**src/rtl/fetch_if.sv**
```systemverilog
// fetch_if: fetch-stage bus bundle (instruction memory port, redirect, decode handshake, debug PC).
// master = fetch_unit side, slave = memory/decode/branch side.
interface fetch_if #(
    parameter int DATA_WIDTH = 32
);
    logic                  imem_req;
    logic [DATA_WIDTH-1:0] imem_addr;
    logic [DATA_WIDTH-1:0] imem_rdata;
    logic                  redirect_valid;
    logic [DATA_WIDTH-1:0] redirect_pc;
    logic                  instr_valid;
    logic [DATA_WIDTH-1:0] instr;
    logic [DATA_WIDTH-1:0] instr_pc;
    logic                  instr_ready;
    logic [DATA_WIDTH-1:0] fetch_pc;

    modport master (
        output imem_req, imem_addr, instr_valid, instr, instr_pc, fetch_pc,
        input  imem_rdata, redirect_valid, redirect_pc, instr_ready
    );

    modport slave (
        input  imem_req, imem_addr, instr_valid, instr, instr_pc, fetch_pc,
        output imem_rdata, redirect_valid, redirect_pc, instr_ready
    );
endinterface

```
**src/rtl/fetch_unit.sv**
```systemverilog
// fetch_unit: PC owner issuing 1-cycle-latency imem reads into a PC-tagged prefetch FIFO feeding decode.
// Ports: clk, rst (async, active-high); bus (fetch_if.master): imem_req/imem_addr/imem_rdata,
// redirect_valid/redirect_pc, instr_valid/instr/instr_pc/instr_ready, fetch_pc (debug).
module fetch_unit #(
    parameter int                    DATA_WIDTH = 32,
    parameter int                    DEPTH      = 4,
    parameter logic [DATA_WIDTH-1:0] RESET_PC   = '0
) (
    input logic      clk,
    input logic      rst,
    fetch_if.master  bus
);
    localparam int AW = $clog2(DEPTH);
    localparam int CW = AW + 1;

    logic [DATA_WIDTH-1:0]            fetch_pc_q, fetch_pc_d, resp_pc_q, resp_pc_d;
    logic                             inflight_q, inflight_d;
    logic [CW-1:0]                    count_q, count_d;
    logic [AW-1:0]                    wr_q, wr_d, rd_q, rd_d;
    logic [DEPTH-1:0][DATA_WIDTH-1:0] pc_mem_q, pc_mem_d, ins_mem_q, ins_mem_d;
    logic [CW:0]                      occ;
    logic                             req, push, pop;

    always_comb begin
        // Occupancy includes the in-flight word; same-cycle pops are deliberately not credited.
        occ        = {1'b0, count_q} + {{CW{1'b0}}, inflight_q};
        req        = !rst && !bus.redirect_valid && (occ < (CW+1)'(DEPTH));
        push       = inflight_q && !bus.redirect_valid;
        pop        = (count_q != '0) && bus.instr_ready && !bus.redirect_valid;
        fetch_pc_d = bus.redirect_valid ? (bus.redirect_pc & ~DATA_WIDTH'(3))
                                        : req ? fetch_pc_q + DATA_WIDTH'(4) : fetch_pc_q;
        resp_pc_d  = req ? fetch_pc_q : resp_pc_q;
        inflight_d = req;
        wr_d       = bus.redirect_valid ? '0 : wr_q + AW'(push);
        rd_d       = bus.redirect_valid ? '0 : rd_q + AW'(pop);
        count_d    = bus.redirect_valid ? '0 : count_q + CW'(push) - CW'(pop);
        pc_mem_d   = pc_mem_q;
        ins_mem_d  = ins_mem_q;
        pc_mem_d[wr_q]  = push ? resp_pc_q : pc_mem_q[wr_q];
        ins_mem_d[wr_q] = push ? bus.imem_rdata : ins_mem_q[wr_q];
    end

    always_ff @(posedge clk or posedge rst) begin
        if (rst) begin
            fetch_pc_q <= RESET_PC;
            resp_pc_q  <= '0;
            inflight_q <= 1'b0;
            count_q    <= '0;
            wr_q       <= '0;
            rd_q       <= '0;
            pc_mem_q   <= '0;
            ins_mem_q  <= '0;
        end else begin
            fetch_pc_q <= fetch_pc_d;
            resp_pc_q  <= resp_pc_d;
            inflight_q <= inflight_d;
            count_q    <= count_d;
            wr_q       <= wr_d;
            rd_q       <= rd_d;
            pc_mem_q   <= pc_mem_d;
            ins_mem_q  <= ins_mem_d;
        end
    end

    assign bus.imem_req    = req;
    assign bus.imem_addr   = fetch_pc_q;
    assign bus.instr_valid = count_q != '0;
    assign bus.instr       = ins_mem_q[rd_q];
    assign bus.instr_pc    = pc_mem_q[rd_q];
    assign bus.fetch_pc    = fetch_pc_q;
endmodule

```
**src/flat_wrapper.sv**
```systemverilog
// flat-port wrapper written by rule: the top's interface ports become plain ports
module fetch_unit_flat 
#(
    parameter int                    DATA_WIDTH = 32,
    parameter int                    DEPTH      = 4,
    parameter logic [DATA_WIDTH-1:0] RESET_PC   = '0
)
  (clk, rst, bus_imem_req, bus_imem_addr, bus_instr_valid, bus_instr, bus_instr_pc, bus_fetch_pc, bus_imem_rdata, bus_redirect_valid, bus_redirect_pc, bus_instr_ready);
  fetch_if #(.DATA_WIDTH(DATA_WIDTH)) bus_i ();
  input logic clk;
  input logic rst;
  output wire logic [$bits(bus_i.imem_req)-1:0] bus_imem_req;
  output wire logic [$bits(bus_i.imem_addr)-1:0] bus_imem_addr;
  output wire logic [$bits(bus_i.instr_valid)-1:0] bus_instr_valid;
  output wire logic [$bits(bus_i.instr)-1:0] bus_instr;
  output wire logic [$bits(bus_i.instr_pc)-1:0] bus_instr_pc;
  output wire logic [$bits(bus_i.fetch_pc)-1:0] bus_fetch_pc;
  input wire logic [$bits(bus_i.imem_rdata)-1:0] bus_imem_rdata;
  input wire logic [$bits(bus_i.redirect_valid)-1:0] bus_redirect_valid;
  input wire logic [$bits(bus_i.redirect_pc)-1:0] bus_redirect_pc;
  input wire logic [$bits(bus_i.instr_ready)-1:0] bus_instr_ready;
  assign bus_imem_req = bus_i.imem_req;
  assign bus_imem_addr = bus_i.imem_addr;
  assign bus_instr_valid = bus_i.instr_valid;
  assign bus_instr = bus_i.instr;
  assign bus_instr_pc = bus_i.instr_pc;
  assign bus_fetch_pc = bus_i.fetch_pc;
  assign bus_i.imem_rdata = bus_imem_rdata;
  assign bus_i.redirect_valid = bus_redirect_valid;
  assign bus_i.redirect_pc = bus_redirect_pc;
  assign bus_i.instr_ready = bus_instr_ready;
  fetch_unit #(.DATA_WIDTH(DATA_WIDTH), .DEPTH(DEPTH), .RESET_PC(RESET_PC)) u_core (.clk(clk), .rst(rst), .bus(bus_i));
endmodule
```
**config.mk**
```make
export PLATFORM = sky130hd
export DESIGN_NAME = fetch_unit_flat
export DESIGN_NICKNAME = d
export VERILOG_FILES = /design/src/rtl/fetch_if.sv /design/src/rtl/fetch_unit.sv /design/src/flat_wrapper.sv
export SDC_FILE = /design/constraint.sdc
export NUM_CORES = 1
export LEC_CHECK = 0
export CORE_ASPECT_RATIO = 0.5
export CORE_UTILIZATION = 63
export CTS_BUF_LIST = sky130_fd_sc_hd__clkbuf_4 sky130_fd_sc_hd__clkbuf_8
export CTS_CLUSTER_DIAMETER = 150
export DETAILED_ROUTE_END_ITERATION = 7
export PLACE_DENSITY = 0.92
export SLEW_MARGIN = 20
export SYNTH_ARGS = -nofsm -noshare
export SYNTH_HDL_FRONTEND = slang
export SYNTH_SLANG_ARGS = --single-unit
export TNS_END_PERCENT = 5
```
**constraint.sdc**
```tcl
create_clock -name clk -period 20.4 [get_ports clk]
set_input_delay 4.08 -clock clk [delete_from_list [all_inputs] [get_ports clk]]
set_output_delay 4.08 -clock clk [all_outputs]
set_load 0.01 [all_outputs]
```
* After elaboration in Yosys (flattened, before gate mapping)
Index checks and enable logic that the tools add are counted.
** Storage, ports and cells
- Word-level logic and storage cells :: 53
- Register bits after elaboration :: 328
- Output and inout port bits :: 130
- Bits of input ports :: 68
** Cells by class
- Mux-type cells :: 19
- Reduce and logical (&&, ||, !) cells :: 10
- $lt $le $gt $ge :: 4
- Add/sub/neg operators :: 6
** Operators with widths (count)
- two-way mux 32 bit :: 9
- binary-select mux 32 bit (select 2 bit) :: 4
- bitwise mux 128 bit :: 2
- demux 32 bit (select 2 bit) :: 1
- adder 32 x 3 -> 32 bit (second input constant) :: 1
- logical AND 1 bit :: 6
- < comparator 2 x 3 -> 1 bit (second input constant) :: 2
- adder 2 x 1 -> 2 bit :: 2
- adder 3 x 1 -> 4 bit :: 1
- < comparator 4 x 3 -> 1 bit (second input constant) :: 1
- two-way mux 2 bit :: 2
- adder 3 x 1 -> 3 bit :: 1
- two-way mux 3 bit :: 1
- nonzero test 3 bit :: 1
- subtractor 3 x 1 -> 3 bit :: 1
- >= comparator 2 x 1 -> 1 bit (second input constant) :: 1
- zero test 1 bit :: 2
- nonzero test 2 bit :: 1

* Depth between registers and ports, before layout
Gate-level depths: netlist (run 1).
- Depth in word-level cells :: 5
- Gate-level depth with buffers :: 10
- Gate-level depth less buffers :: 9

* Least setup slack after synthesis (run 1)
OpenSTA, ideal clock, no wires.
- Path type :: input port to output port
- From :: input port rst
- To :: output port bus_imem_req
- Path slack :: 11.456 ns
- Buffers on the path :: 1
- Arrival time :: 4.864 ns
- Data required time :: 16.320 ns
- Stages :: 4
- Path through :: and4b_1 -> a22oi_1 -> nor2_1 -> buf_2
** On the way
- Word-level cells in the longest chain between the ends :: 3
** Ends and longest elaborated chain
- start, declared :: RTL line flat_wrapper.sv:11 : input logic rst;
- zero test 1 bit :: RTL line fetch_unit.sv:27 : req = !rst && !bus.redirect_valid && (occ < (CW+1)'(DEPTH));
- logical AND 1 bit (2 in series) :: RTL line fetch_unit.sv:27
- end, declared :: RTL line flat_wrapper.sv:12 : output wire logic [$bits(bus_i.imem_req)-1:0] bus_imem_req;
No other way between the ends.

* Worst setup path in the final report (run 1)
Same ends and word-level chain as after synthesis.

==> metrics.cfg, run 1 <==
[floorplan]
initial_core_util = 0.657
core_area_um2 = 24600
die-area_um2 = 26300
fp.dieH_um = 115
rows = 40
ios = 198
die_w_um = 228

[detailed_routing]
wl_per_cell_um = 22.6
drt-total-wl_um = 42100
ant_nets = 0
vias = 12170
drt_pass1_iterations = 7
drc = 0
drtIter0Drc = 1317
via_per_inst = 6.54

[placed_design]
io_buffers = 191
dpl_cell_area_um2 = 17900
placed_cells = 1787
gp_congestion = 0.882
place_hpwl_um = 25600

[yosys]
syn-cell-area_um2 = 16100
synth_edf_count = 0
ys_warn_count = 0
yosysSeqAreaShare = 0.502
synthDistinctLibCells = 46
synthCells = 1382
ys_ff_latch = 324
ys_async_sr_fraction = 1.00
avgSynthCellArea_um2 = 11.7
synth_ff_type = dfrtp_1

[global_routing]
grt_pass1_wl_um = 67400
antenna_found_initial = 1
grt_pass1_vias = 12580
grt_use_total = 0.330
grt_max_degree = 192
grt_overflow = 0

[sta]
fin_crit_sh = 0.495
max_freq_ghz = 0.0990
rsz0062_at_grt = no
min_period_ns = 10.10
maxSlewHeadroom = 0.333
slew_violations = 0
hold_violations = 0
setup_viol = 0
fin_tns_setup_ns = 0
worst_pin_slew_ns = 1.00
clock-skew-final_ns = 0.0277

[power_and_ir_drop]
internal_power_mw = 1.60
p_leak_nw = 7.39
netSwitchingPower_mw = 0.831
power_density_nw_per_um2 = 129
p_total_mw = 2.43
combinationalPowerShare = 0.353
power_frac_seq = 0.438
vdd.ir_drop.worst_uv = 62.9
netSwitchingFraction = 0.342
clkPwrFrac = 0.209

[worst_setup_path]
crit_required_ns = 16.32
worstSetupStartpointType = input port
cp_data_arrival_time_ns = 6.02
end_kind = primary output
crit_fanout = 4
r2r.worst_path.cells = 4
criticalPathCategory = in -> out

[clock_network]
cts-resized-gates = 0
clock_latency_ns = 0.57
cts_tree = done
cts.clk_slew.worst_paths_ns = 0.07
h-tree-depth = 2
cts_buffers = 44
clock-sinks = 324
holdBufCountCts = 0
cts_post_setup_buffers_inserted = 0
clock-root-buffer = clkbuf_8
clk_path_buf_depth = 3

[layout]
drive_above_1_share = 0.175
synthToLayoutAreaGrowth_pct = 16.4
final.fill_count = 1434
fin_area_um2 = 18800
layout.nets = 1572
fin_cells = 1861

[hold_path]
hold_class = reg -> reg
min_path_cells = 1

[job]
drv_cap = 0

[status]
outcome = completed

## power groups by stage
| stage | logic (mW) | registers (mW) | clock network [mW] |
|---|---|---|---|
| finish | 0.858 | 1.06 | 0.507 |
| global route | 0.927 | 1.09 | 0.538 |
| global placement | 0.798 | 1.02 | 0 |
| floorplan | 0.561 | 0.990 | 0 |
| CTS | 0.860 | 1.05 | 0.510 |
| detailed placement | 0.846 | 1.06 | 0 |
## kinds of logic (layout without fill, tap and decap cells)
logic type,count (synthesis),count (layout),synth area share
simple gates,362,362,0.0989
flops,324,324,0.502
compound gates,290,290,0.0933
mux,224,224,0.239
buf+inv,149,288,0.0469
xor+xnor,25,25,0.0136
fa+ha+maj,7,7,0.00589
other cells,1,5,0.000232
## sequential cells by signal, indices dropped and copies added (netlist names)
| name | cells |
|---|---|
| u_core.inflight_q | 1 |
| u_core.rd_q | 2 |
| u_core.bus.fetch_pc | 30 |
| u_core.ins_mem_q | 128 |
| u_core.wr_q | 2 |
| u_core.resp_pc_q | 30 |
| u_core.pc_mem_q | 128 |
| u_core.count_q | 3 |
## path summary, 6_finish.rpt
kind | from | to | slack (ns)
worst max-delay path | rst | bus_imem_req | 10.30
worst min-delay path | u_core.pc_mem_q[0] | u_core.pc_mem_q[0] | 0.49
worst max register to register | u_core.wr_q[1] | u_core.pc_mem_q[3] | 17.55
worst min register to register | u_core.pc_mem_q[0] | u_core.pc_mem_q[0] | 0.49
max in group asynchronous | rst | u_core.wr_q[1] | 14.52
min in group asynchronous | rst | u_core.bus.fetch_pc[29] | 4.23
## layout make-up
type	count	area [µm²]	area share
flip-flops and latches	324	8120	0.432
well taps	336	420	0.0224
inverters	12	55.1	0.00293
clock buffers	71	852	0.0453
diodes	1	2.50	0.000133
multi-input cells	912	7320	0.390
clock inverters	2	10.0	0.000533
repair buffers	203	2010	0.107
## worst max-delay path: stages
cell,delay [ns]
clkdlybuf4s50_1,0.69
and4b_1,0.26
a22oi_1,0.40
nor2_4,0.07
clkdlybuf4s50_1,0.52
## synth_stat cells, types with 2 or more instances
cell type / count / area (µm²)
clkbuf_1: 56 / 210
nand3_1: 14 / 70.1
inv_1: 12 / 45.0
a21oi_1: 62 / 310
xnor2_1: 9 / 78.8
and3_1: 2 / 12.5
mux2_2: 35 / 394
o21a_1: 6 / 45.0
nand2b_1: 2 / 12.5
nor4_1: 7 / 43.8
a21boi_0: 2 / 15.0
mux4_2: 126 / 2840
buf_2: 44 / 220
mux2i_1: 63 / 631
nor2_1: 76 / 285
or3_1: 6 / 37.5
nand4_4: 3 / 63.8
a31oi_1: 2 / 12.5
xor2_1: 16 / 140
nor2b_1: 5 / 31.3
nor3_1: 4 / 20.0
buf_4: 36 / 270
nand2_1: 217 / 815
o21ai_0: 208 / 1040
o31ai_1: 2 / 15.0
nand4_1: 16 / 100
o211ai_1: 3 / 22.5
ha_1: 6 / 75.1
dfrtp_1: 324 / 8110
and4b_1: 2 / 20.0
## through the flow
stage / hold slack, ns / util / setup WS [ns]
floorplan: 0.452 / - / 7.35
finish: 0.491 / 0.765 / 10.30
detailed placement: 0.475 / 0.730 / 10.33
CTS: 0.490 / 0.765 / 10.31
global placement: 0.464 / 0.730 / 10.35
global route: 0.509 / 0.765 / 10.22
## placed cells by master (no fill, tap or decap), drive strengths merged, types with 4 or more instances in the layout
master	instances
nand4	19
a21oi	62
mux2i	63
o21ai	208
mux4	126
mux2	35
clkdlybuf4s50	190
dfrtp	324
or3	6
o21a	6
nor4	8
nor2b	5
xor2	16
nor3	5
conb	4
nand3	15
ha	6
clkbuf	71
nor2	78
nand2	217
xnor2	9
inv	12
buf	13
## per-layer routing
metal,part of all wire,global-route usage
met1,0.39,0.441
met2,0.50,0.543
met3,0.076,0.0637
met4,0.031,0.140
met5,0,0
No activity file was read; power rests on OpenSTA's default activity.
==> run 2, diff against run 1 <==
Settings changed: CORE_UTILIZATION 63 to 58, PLACE_DENSITY 0.92 to 0.86.
Clock period 20.4 ns to 10.4 ns, I/O delays scaled along.
==> metrics.cfg, run 2 (same netlist as run 1, synthesis figures left out) <==
[sta]
fin_ws_ns = 4.02
fin_crit_sh = 0.614
hold_violations = 0
max_freq_ghz = 0.157
clock-skew-final_ns = 0.0176
rsz0062_at_grt = no
min_period_ns = 6.38
worst_pin_slew_ns = 1.08
slew_violations = 0
holdWs_ns = 0.502
setup_viol = 0
fin_tns_setup_ns = 0
maxSlewHeadroom = 0.280

[status]
outcome = completed

[clock_network]
holdBufCountCts = 0
cts_buffers = 46
clock-sinks = 324
clk_path_buf_depth = 3
cts_tree = done
cts_post_setup_buffers_inserted = 0
clock-root-buffer = clkbuf_8
cts-resized-gates = 0
clock_latency_ns = 0.58
h-tree-depth = 2
cts.clk_slew.worst_paths_ns = 0.06

[worst_setup_path]
cp-startpoint = rst
r2r-end = u_core.pc_mem_q[59]
r2r-start = u_core.wr_q[0]
cp_data_arrival_time_ns = 4.30
worst-r2r-setup-slack_ns = 7.55
crit_fanout = 32
crit_required_ns = 8.32
criticalPathCategory = in -> out
end_kind = primary output
r2r.worst_path.cells = 4
worstSetupStartpointType = input port

[global_routing]
grt_pass1_vias = 12580
grt_max_degree = 92
grt_use_total = 0.303
grt_pass1_wl_um = 67300
antenna_found_initial = 0
grt_overflow = 0

[layout]
synthToLayoutAreaGrowth_pct = 17.5
layout.nets = 1577
fin_cells = 1909
reg_top3 = u_core.ins_mem_q x128, u_core.pc_mem_q x128
final_cell_mix = 320 x dfrtp_1, 217 x nand2_1, 208 x o21ai_0, 190 x clkdlybuf4s50_1, 126 x mux4_2
multi_input_area_um2 = 7320
final.fill_count = 1764
fin_area_um2 = 19000
final_common_cell = dfrtp_1
final_util = 0.705
insertedDiodeCount = 0
drive_above_1_share = 0.180
seqCellArea_um2 = 8120

[placed_design]
dpl_cell_area_um2 = 18000
pre_cts_ws_ns = 4.02
placed_cells = 1828
gp_congestion = 0.924
io_buffers = 191
place_hpwl_um = 25600

[detailed_routing]
ant_nets = 0
via_per_inst = 6.27
drc = 0
wl_per_cell_um = 21.9
drtIter0Drc = 1116
drt-total-wl_um = 41800
drt_pass1_iterations = 6
vias = 11978

[floorplan]
initial_core_util = 0.600
ios = 198
fp.dieH_um = 120
rows = 42
die_w_um = 238
core_area_um2 = 26900
die-area_um2 = 28600

[hold_path]
hold_path_end = u_core.ins_mem_q[79]
hp-start = u_core.ins_mem_q[79]
min_path_cells = 2
hold_class = reg -> reg

[job]
drv_cap = 0

[power_and_ir_drop]
vdd.ir_drop.worst_uv = 105
power_density_nw_per_um2 = 255
p_leak_nw = 7.46
p_total_mw = 4.84

-- run 2: changes by cell type in the layout (fill, tap and decap cells not counted) --
cell | before | now
buf_6 | 0 | 2
clkinvlp_4 | 0 | 2
inv_8 | 1 | 0
clkbuf_8 | 51 | 57
bufinv_16 | 0 | 2
buf_12 | 1 | 0
diode_2 | 1 | 0
buf_4 | 11 | 13
clkinv_2 | 2 | 8
clkbuf_4 | 20 | 13
-- run 2: worst max-delay path by stage --
stage	cells past startpoint	end
6_report	6	bus_imem_req
5_1_grt	6	bus_imem_req
4_1_cts	6	bus_imem_req
3_5_place_dp	6	bus_imem_req
3_3_place_gp	6	bus_imem_req
2_1_floorplan	1	u_core.bus.fetch_pc[10]
-- run 2: cell type report --
cell class | count | area share
sequential | 324 | 0.428
multi-input combinational | 912 | 0.386
timing repair buffer | 206 | 0.107
clock buffer | 70 | 0.0465
tap | 374 | 0.0247
clock inverter | 11 | 0.00567
inverter | 12 | 0.00270
-- run 2: metal layers --
metal / GRT usage / share of wire / up-vias
li1: - / - / 5190
met1: 0.403 / 0.40 / 6122
met2: 0.497 / 0.50 / 539
met3: 0.0495 / 0.064 / 127
met4: 0.144 / 0.037 / 0
met5: 0 / 0 / -
-- run 2: power by group --
group	leakage [nW]	switching (mW)	internal, mW
sequential	3.70	0.390	1.70
clock	0.529	0.493	0.591
combinational	3.24	0.742	0.921
-- run 2: worst max-delay path, cell delays in order --
cell and delay (ns):
clkdlybuf4s50_1 0.53, and4b_1 0.33, a22oi_1 0.17, nor2_4 0.11, buf_4 0.44, clkdlybuf4s50_1 0.63
